File: src/rtl/uart_rx_ovs.sv
// Oversampled UART receiver: 2-FF synchronized rxd, mid-bit sampling on strb ticks, valid/ready byte output.
// Optional even parity bit and par_err output when UART_RX_PARITY_EN is defined.
module uart_rx_ovs #(
    parameter int DATA_BITS = 8,
    parameter int OVS       = 16
) (
    input  logic                 clk,
    input  logic                 rst,
    input  logic                 strb,
    input  logic                 rxd,
    output logic [DATA_BITS-1:0] rx_data,
    output logic                 rx_valid,
    input  logic                 rx_ready,
    output logic                 frm_err,
    output logic                 ovr_err,
`ifdef UART_RX_PARITY_EN
    output logic                 par_err,
`endif
    output logic                 busy
);
    localparam int TW = $clog2(OVS);
    localparam int IW = (DATA_BITS > 1) ? $clog2(DATA_BITS) : 1;
    localparam logic [TW-1:0] TICK_MID = TW'(OVS / 2 - 1);
    localparam logic [TW-1:0] TICK_END = TW'(OVS - 1);
    localparam logic [IW-1:0] IDX_LAST = IW'(DATA_BITS - 1);

`ifdef UART_RX_PARITY_EN
    typedef enum logic [2:0] {ST_IDLE, ST_START, ST_DATA, ST_PARITY, ST_STOP, ST_BREAK} state_t;
`else
    typedef enum logic [2:0] {ST_IDLE, ST_START, ST_DATA, ST_STOP, ST_BREAK} state_t;
`endif

    state_t                 state_q, state_d;
    logic                   rx_s1_q, rx_s1_d;
    logic                   rxs_q, rxs_d;
    logic [TW-1:0]          tick_q, tick_d;
    logic [IW-1:0]          bit_idx_q, bit_idx_d;
    logic [DATA_BITS-1:0]   shift_q, shift_d;
    logic [DATA_BITS-1:0]   rx_data_q, rx_data_d;
    logic                   rx_valid_q, rx_valid_d;
    logic                   frm_err_q, frm_err_d;
    logic                   ovr_err_q, ovr_err_d;
    logic                   busy_q, busy_d;
    logic                   commit;
`ifdef UART_RX_PARITY_EN
    logic                   par_bit_q, par_bit_d;
    logic                   par_err_q, par_err_d;
`endif

    always_comb begin
        rx_s1_d    = rxd;
        rxs_d      = rx_s1_q;
        state_d    = state_q;
        tick_d     = tick_q;
        bit_idx_d  = bit_idx_q;
        shift_d    = shift_q;
        rx_data_d  = rx_data_q;
        rx_valid_d = rx_valid_q;
        frm_err_d  = 1'b0;
        ovr_err_d  = 1'b0;
        commit     = 1'b0;
`ifdef UART_RX_PARITY_EN
        par_bit_d  = par_bit_q;
        par_err_d  = 1'b0;
`endif

        if (rx_valid_q && rx_ready) begin
            rx_valid_d = 1'b0;
        end

        if (strb) begin
            case (state_q)
                ST_IDLE: begin
                    if (!rxs_q) begin
                        state_d = ST_START;
                        tick_d  = '0;
                    end
                end
                ST_START: begin
                    if (tick_q == TICK_MID) begin
                        tick_d    = '0;
                        bit_idx_d = '0;
                        state_d   = rxs_q ? ST_IDLE : ST_DATA;
                    end else begin
                        tick_d = tick_q + TW'(1);
                    end
                end
                ST_DATA: begin
                    tick_d = tick_q + TW'(1);
                    if (tick_q == TICK_END) begin
                        shift_d[bit_idx_q] = rxs_q;
                        bit_idx_d          = bit_idx_q + IW'(1);
                        if (bit_idx_q == IDX_LAST) begin
`ifdef UART_RX_PARITY_EN
                            state_d = ST_PARITY;
`else
                            state_d = ST_STOP;
`endif
                        end
                    end
                end
`ifdef UART_RX_PARITY_EN
                ST_PARITY: begin
                    tick_d = tick_q + TW'(1);
                    if (tick_q == TICK_END) begin
                        par_bit_d = rxs_q;
                        state_d   = ST_STOP;
                    end
                end
`endif
                ST_STOP: begin
                    tick_d = tick_q + TW'(1);
                    if (tick_q == TICK_END) begin
                        if (rxs_q) begin
                            commit  = 1'b1;
                            state_d = ST_IDLE;
                        end else begin
                            frm_err_d = 1'b1;
                            state_d   = ST_BREAK;
                        end
                    end
                end
                ST_BREAK: begin
                    if (rxs_q) begin
                        state_d = ST_IDLE;
                    end
                end
                default: state_d = ST_IDLE;
            endcase
        end

        // A pending unconsumed byte wins; the new one is dropped and flagged.
        if (commit) begin
            if (rx_valid_q && !rx_ready) begin
                ovr_err_d = 1'b1;
            end else begin
                rx_data_d  = shift_q;
                rx_valid_d = 1'b1;
            end
`ifdef UART_RX_PARITY_EN
            par_err_d = ^{shift_q, par_bit_q};
`endif
        end

        busy_d = (state_d != ST_IDLE);
    end

    always_ff @(posedge clk) begin
        if (rst) begin
            rx_s1_q    <= 1'b1;
            rxs_q      <= 1'b1;
            state_q    <= ST_IDLE;
            tick_q     <= '0;
            bit_idx_q  <= '0;
            shift_q    <= '0;
            rx_data_q  <= '0;
            rx_valid_q <= 1'b0;
            frm_err_q  <= 1'b0;
            ovr_err_q  <= 1'b0;
            busy_q     <= 1'b0;
`ifdef UART_RX_PARITY_EN
            par_bit_q  <= 1'b0;
            par_err_q  <= 1'b0;
`endif
        end else begin
            rx_s1_q    <= rx_s1_d;
            rxs_q      <= rxs_d;
            state_q    <= state_d;
            tick_q     <= tick_d;
            bit_idx_q  <= bit_idx_d;
            shift_q    <= shift_d;
            rx_data_q  <= rx_data_d;
            rx_valid_q <= rx_valid_d;
            frm_err_q  <= frm_err_d;
            ovr_err_q  <= ovr_err_d;
            busy_q     <= busy_d;
`ifdef UART_RX_PARITY_EN
            par_bit_q  <= par_bit_d;
            par_err_q  <= par_err_d;
`endif
        end
    end

    assign rx_data  = rx_data_q;
    assign rx_valid = rx_valid_q;
    assign frm_err  = frm_err_q;
    assign ovr_err  = ovr_err_q;
    assign busy     = busy_q;
`ifdef UART_RX_PARITY_EN
    assign par_err  = par_err_q;
`endif

endmodule

File: config.mk
export PLATFORM = sky130hd
export DESIGN_NAME = uart_rx_ovs
export DESIGN_NICKNAME = d
export VERILOG_FILES = /design/src/rtl/uart_rx_ovs.sv
export SDC_FILE = /design/constraint.sdc
export NUM_CORES = 1
export LEC_CHECK = 0
export ABC_AREA = 0
export CAP_MARGIN = 15
export CORE_ASPECT_RATIO = 1.5
export CORE_UTILIZATION = 26
export DETAILED_ROUTE_END_ITERATION = 6
export DONT_BUFFER_PORTS = 1
export GPL_TIMING_DRIVEN = 0
export PLACE_DENSITY = 0.51
export SYNTH_ARGS = -nofsm -noshare
export SYNTH_HDL_FRONTEND = slang
export SYNTH_SLANG_ARGS = --single-unit
File: constraint.sdc
create_clock -name clk -period 2 [get_ports clk]
set_clock_uncertainty 0.1 [all_clocks]
set_input_delay 0.4 -clock clk [delete_from_list [all_inputs] [get_ports clk]]
set_output_delay 0.4 -clock clk [all_outputs]
set_load 0.03 [all_outputs]
# == After elaboration in Yosys (flattened, before gate mapping) ==
# Cells that the tools add are included.
# op_classes
add_sub_neg,2
magnitude_cmp,2
n_eq_ne,10
muxes,28
n_bitwise,5
reduce_logical,15
# op_table
cell,n
3-bit two-way mux,10
3-bit one-hot mux with 5 select lines,1
4-bit one-hot mux with 3 select lines,1
1-bit two-way mux,10
8-bit bitwise mux,1
4-bit two-way mux,2
"3-bit by 2-bit equality test with 1-bit output, second input constant",2
"3-bit equality test, second input constant",2
"2-bit != test, second input constant",3
3-bit one-hot mux with 2 select lines,1
3-bit AND reduction,2
3-bit nonzero test,2
1-bit inverter,5
"4-bit by 1-bit adder with 4-bit output, second input constant",1
"4-bit by 3-bit equality test with 1-bit output, second input constant",1
"4-bit equality test, second input constant",1
"3-bit by 4-bit less-than comparator with 1-bit output, second input constant",1
4-bit AND reduction,1
2-bit OR reduction,2
4-bit OR reduction,1
"3-bit by 1-bit adder with 3-bit output, second input constant",1
1-bit demux with 3-bit select,1
"3-bit by 1-bit equality test with 1-bit output, second input constant",1
"3-bit by 1-bit greater-or-equal comparator with 1-bit output, second input constant",1
6 further kinds,8
# totals
register_bits,32
in_bits,5
out_inout_bits,12
elab_cells,73

# == Logic depth before layout (Yosys ltp) ==
# logic_depth
word_depth,6
depth_mapped,6
depth_no_buf,5

# == Worst setup path before layout ==
# Ideal clock, no wire load.
# synth_path
path_type,register -> register
startpoint,reg tick_q[0]
endpoint,"reg busy_q, in the netlist busy"
setup_time_ns,0.127
arrival_time_ns,1.400
required_ns,1.773
setup_slack_ns,0.373
stages_incl_launch_ff,6
period_less_slack_ns,1.627
cell_sequence,dfxtp_1 -> ha_1 -> nand3b_1 -> a211oi_1 -> a311oi_2 -> or3_1
# synth_via
elab_chain_len,5
elab_cells_between_ends,8
classes_between,eq/ne: 2; mux: 5; reduce/logical: 1
# synth_rtl
element,line,text
from (decl),36,"logic [TW-1:0] tick_q, tick_d;"
from (signal assigned),169,tick_q <= tick_d;
4-bit equality test / 4-bit by 3-bit equality test with 1-bit output (equally long branches),"90, 113, 80",
"3-bit two-way mux, on equally long branches","113, 80, 90",
3-bit one-hot mux with 5 select lines *,72,case (state_q)
3-bit two-way mux *,71,if (strb) begin
3-bit nonzero test *,145,busy_d = (state_d != ST_IDLE);
to (signal assigned),176,busy_q <= busy_d;
to (decl),43,"logic busy_q, busy_d;"
# Every way passes the cells marked *; elsewhere a longest branch is shown, timed or not.
# A chain may end at the register's enable or synchronous reset.

# == Worst setup path in the final report ==
# layout_path
startpoint,reg tick_q[0]
endpoint,"reg rx_data_q[3], in the netlist rx_data[3]"
# layout_via
elab_chain_len,5
# layout_rtl
element,line,text
4-bit equality test,113,if (tick_q == TICK_END) begin
1-bit two-way mux,113,
1-bit two-way mux,72,
1-bit two-way mux,71,
2-bit AND reduction (no line),--,
to (signal assigned),172,rx_data_q <= rx_data_d;
to (decl),39,"logic [DATA_BITS-1:0] rx_data_q, rx_data_d;"
# No other way between the ends.

==> impl_results.md <==
* Post-Synth XOR/XNOR Area at 0%
* Syn nets at 167
* Hold_buf cts at 0
* Worst-margin pin slew at approximately 0.47 ns
* Syn Inst Count at approximately 160
* Final setup margin at around 0.17 ns
* Post-route ant nets at 0
* Die area at between 0.006 and 0.007 mm²
* I/O pins at 17
* CP Capture Type: flip-flop
* Clock transition at path regs at ~0.07 ns
* Vias in the first global route at 1194
* Arrival @ worst endpoint at approximately 1.9 ns
* Area share of the largest cell type after synthesis at between 40% and 50%
* Cell area after layout at about 0.0017 mm²
* Drt wl/cell at 13.7 µm
* GR Overflow Total at 0
* Synth Flop Type: dfxtp_1
* Hold violation count in the final report at 0
* Unique cell type count in the Yosys netlist at between 40 and 50
* Hold Path Sink: state_q[0]
* DP Cell Count at 229
* Max-slew violations at 0
* Die Span Y at about 95 µm
* Root buf cell: clkbuf_8
* Mapped Area at about 0.0015 mm²
* Number of flops mapped to enable cells by yosys at 0
* TritonCTS clock tree: done
* Number of DRC markers in iteration 0 at 42
* IO Port Bufs at 0
* Seq/Total Area, Yosys at a little over two fifths
* Diodes inserted at 0
* Starting density of the core at a little over a quarter
* Final min period at 1.83 ns
* RSZ-0062 raised after global routing: no
* Max clock buf depth at 2
* Critical path peak fanout at 8
* Global placement routability congestion at roughly 0.75
* Post-DP HPWL at between 2 and 2.5 mm
* Yosys warns at 0
* First-pass GRT wire length at 5.66 mm
* Worst-skew pair later-pin latency at 0.29 ns
* Reg-to-reg endpoint: rx_data[3]
* Remaining DRCs at 0
* Avg Vias per Cell at between 4 and 5
* # Max-Cap Violations at 0
* CP Data Required Time at 2.06 ns
* Placed standard-cell area at 0.00159 mm²
* Area Overhead vs Synth at 14.7%
* Fraction of final layout cells sized beyond drive strength 1 at roughly 16%
* Setup_tns at 0 ns
* Num CTS Buffers at 5
* Rows at 33
* Final period utilization at ~92%
* HP Class: input pin to flip-flop
* Post-synthesis compound-gate area fraction at 13.7%
* FF+latch count, synth at 32
* Min-delay src: rst
* Fin nets at between 150 and 200
* R2r setup slk at 0.17 ns
* Core region area at ~0.0055 mm²
* Drt pass-1 iters at 4
* Chip width at between 60 and 70 µm
* WL final at 3.28 mm
* Critical Path Start Type: flip-flop
* Synth Area in Simple Gates at a little under a third
* Largest family of logic cells by synthesized area: simple AND/OR/NAND/NOR gates
* Post-Place Worst Slack at roughly 0.076 ns
* Mean area per synthesized cell at 9.47 µm²
* Pwr Total at ~0.0013 W
* Final Non-Filler Cells at 240
* PD cells at 759 mW/mm²
* Mux cell area share after synthesis at under 10%
* Final setup violation count at 0
* Synth Area in Adders at around 2.5%
* Leakage at roughly 0.64 nW
* Outcome: completed
* Worst Path Class, Setup: flip-flop to flip-flop
* Worst flop-to-flop path startpoint: tick_q[0]
* Reg2reg path depth at 6
* Synth top area cells: dfxtp_1, mux2i_1, nand3b_1, nand2b_1, a21oi_1
* Asr flop ratio synth at 0%
* VDD IR max at 248 µV
* Clk sinks at 32
* Hold Path Depth at 1
* Slew HR at between 60 and 70%
* Via Count at 1170
* Largest net degree at the start of global routing at 12
* Largest area contributor in the netlist: dfxtp_1
* Max frequency at ~550 MHz
* Initial antenna violation count at 0
* H-Tree Level Count at 2
* GRT Total Usage at between 10% and 20%
[cell families (layout without fill, tap and decap cells)]
group,after synthesis,in the layout
multiplexers,9,9
adder cells (fa/ha/maj),3,3
buffers and inverters,12,23
flip-flops,32,32
AND/OR/NAND/NOR,70,70
AO/OA/AOI/OAI,33,33
[Yosys cell counts (2+ instances only)]
library cell and n:
or4_1 2, or2_2 2, a21oi_1 12, nand2_1 7, o21ai_0 5, and3_1 3
nand3b_1 11, dfxtp_1 32, nand4b_1 2, o21ai_1 6, buf_2 5, clkbuf_1 3
nand2b_1 11, nor2_1 5, nand4_1 3, nor3b_2 2, and3b_1 2, or3_1 2
buf_6 2, nand3_1 4, nor3_1 2, ha_1 3, mux2i_1 9, nor4_1 2
[area by class of cell]
class | instances | area, µm²
fillers | 601 | 3800
multi-input cells | 115 | 800
flip-flops and latches | 32 | 641
well taps | 70 | 87.6
clock buffers | 5 | 68.8
plain buffers | 10 | 58.8
clock inverters | 3 | 42.5
repair buffers | 3 | 22.5
inverters | 2 | 7.51
[metal layers]
metal	global-route usage [%]	share of wire, %	wire length, µm
met5	0	0	0
met4	6.48	2.3	76
met3	3.83	4.2	138
met2	22.8	52	1720
met1	12.3	41	1350
[cells in the final DEF (no fill, tap or decap), types with 4 or more instances in the layout]
| cell | instances |
|---|---|
| dfxtp_1 | 32 |
| a21oi_1 | 12 |
| nand2b_1 | 11 |
| nand3b_1 | 11 |
| mux2i_1 | 9 |
| nand2_1 | 7 |
| o21ai_1 | 6 |
| buf_2 | 5 |
| nor2_1 | 5 |
| o21ai_0 | 5 |
| clkbuf_8 | 5 |
| nand3_1 | 4 |
[critical path, cell delays in order, from the launching register on]
cell and delay, ns:
dfxtp_1 0.37, ha_1 0.31, and4_1 0.28, nand4_1 0.23, buf_4 0.22, mux2i_1 0.14, nor2_1 0.05
[sequential cells by signal, summed over array words and instances, names as in the netlist]
| signal | cells |
|---|---|
| shift_q | 8 |
| rxs_q | 1 |
| tick_q | 4 |
| rx_data | 8 |
| rx_s1_q | 1 |
| state_q | 3 |
| busy | 1 |
| rx_valid | 1 |
| ovr_err | 1 |
| frm_err | 1 |
| bit_idx_q | 3 |
[power breakdown]
| part | total [W] | internal (W) | switching [W] |
|---|---|---|---|
| Combinational | 0.0000426 | 0.0000154 | 0.0000271 |
| Sequential | 0.000642 | 0.000640 | 0.00000236 |
| Clock | 0.000627 | 0.000368 | 0.000258 |
[worst max-delay path by stage]
| stage | start | end | slack, ns | cells past startpoint |
|---|---|---|---|---|
| 3_5_place_dp | tick_q[0] | rx_data[7] | 0.08 | 6 |
| 4_1_cts | tick_q[0] | rx_data[7] | 0.07 | 6 |
| 3_3_place_gp | tick_q[0] | rx_data[5] | 0.11 | 6 |
| 5_1_grt | tick_q[0] | rx_data[7] | 0.02 | 6 |
| 2_1_floorplan | tick_q[0] | busy | 0.37 | 5 |
| 6_report | tick_q[0] | rx_data[3] | 0.17 | 6 |
[timing repair]
action,in CTS,in global routing
buffers inserted,0,3
gates resized for setup,0,0
endpoints found under the setup margin,0,5
[stage by stage]
stage | util, % | hold slack (ns)
2_1_floorplan | - | 0.289
3_3_place_gp | 28.8 | 0.298
3_5_place_dp | 28.8 | 0.302
4_1_cts | 30.8 | 0.0808
5_1_grt | 31.2 | 0.0702
6_report | 31.2 | 0.0826
Power figures use the tool's default switching activity.
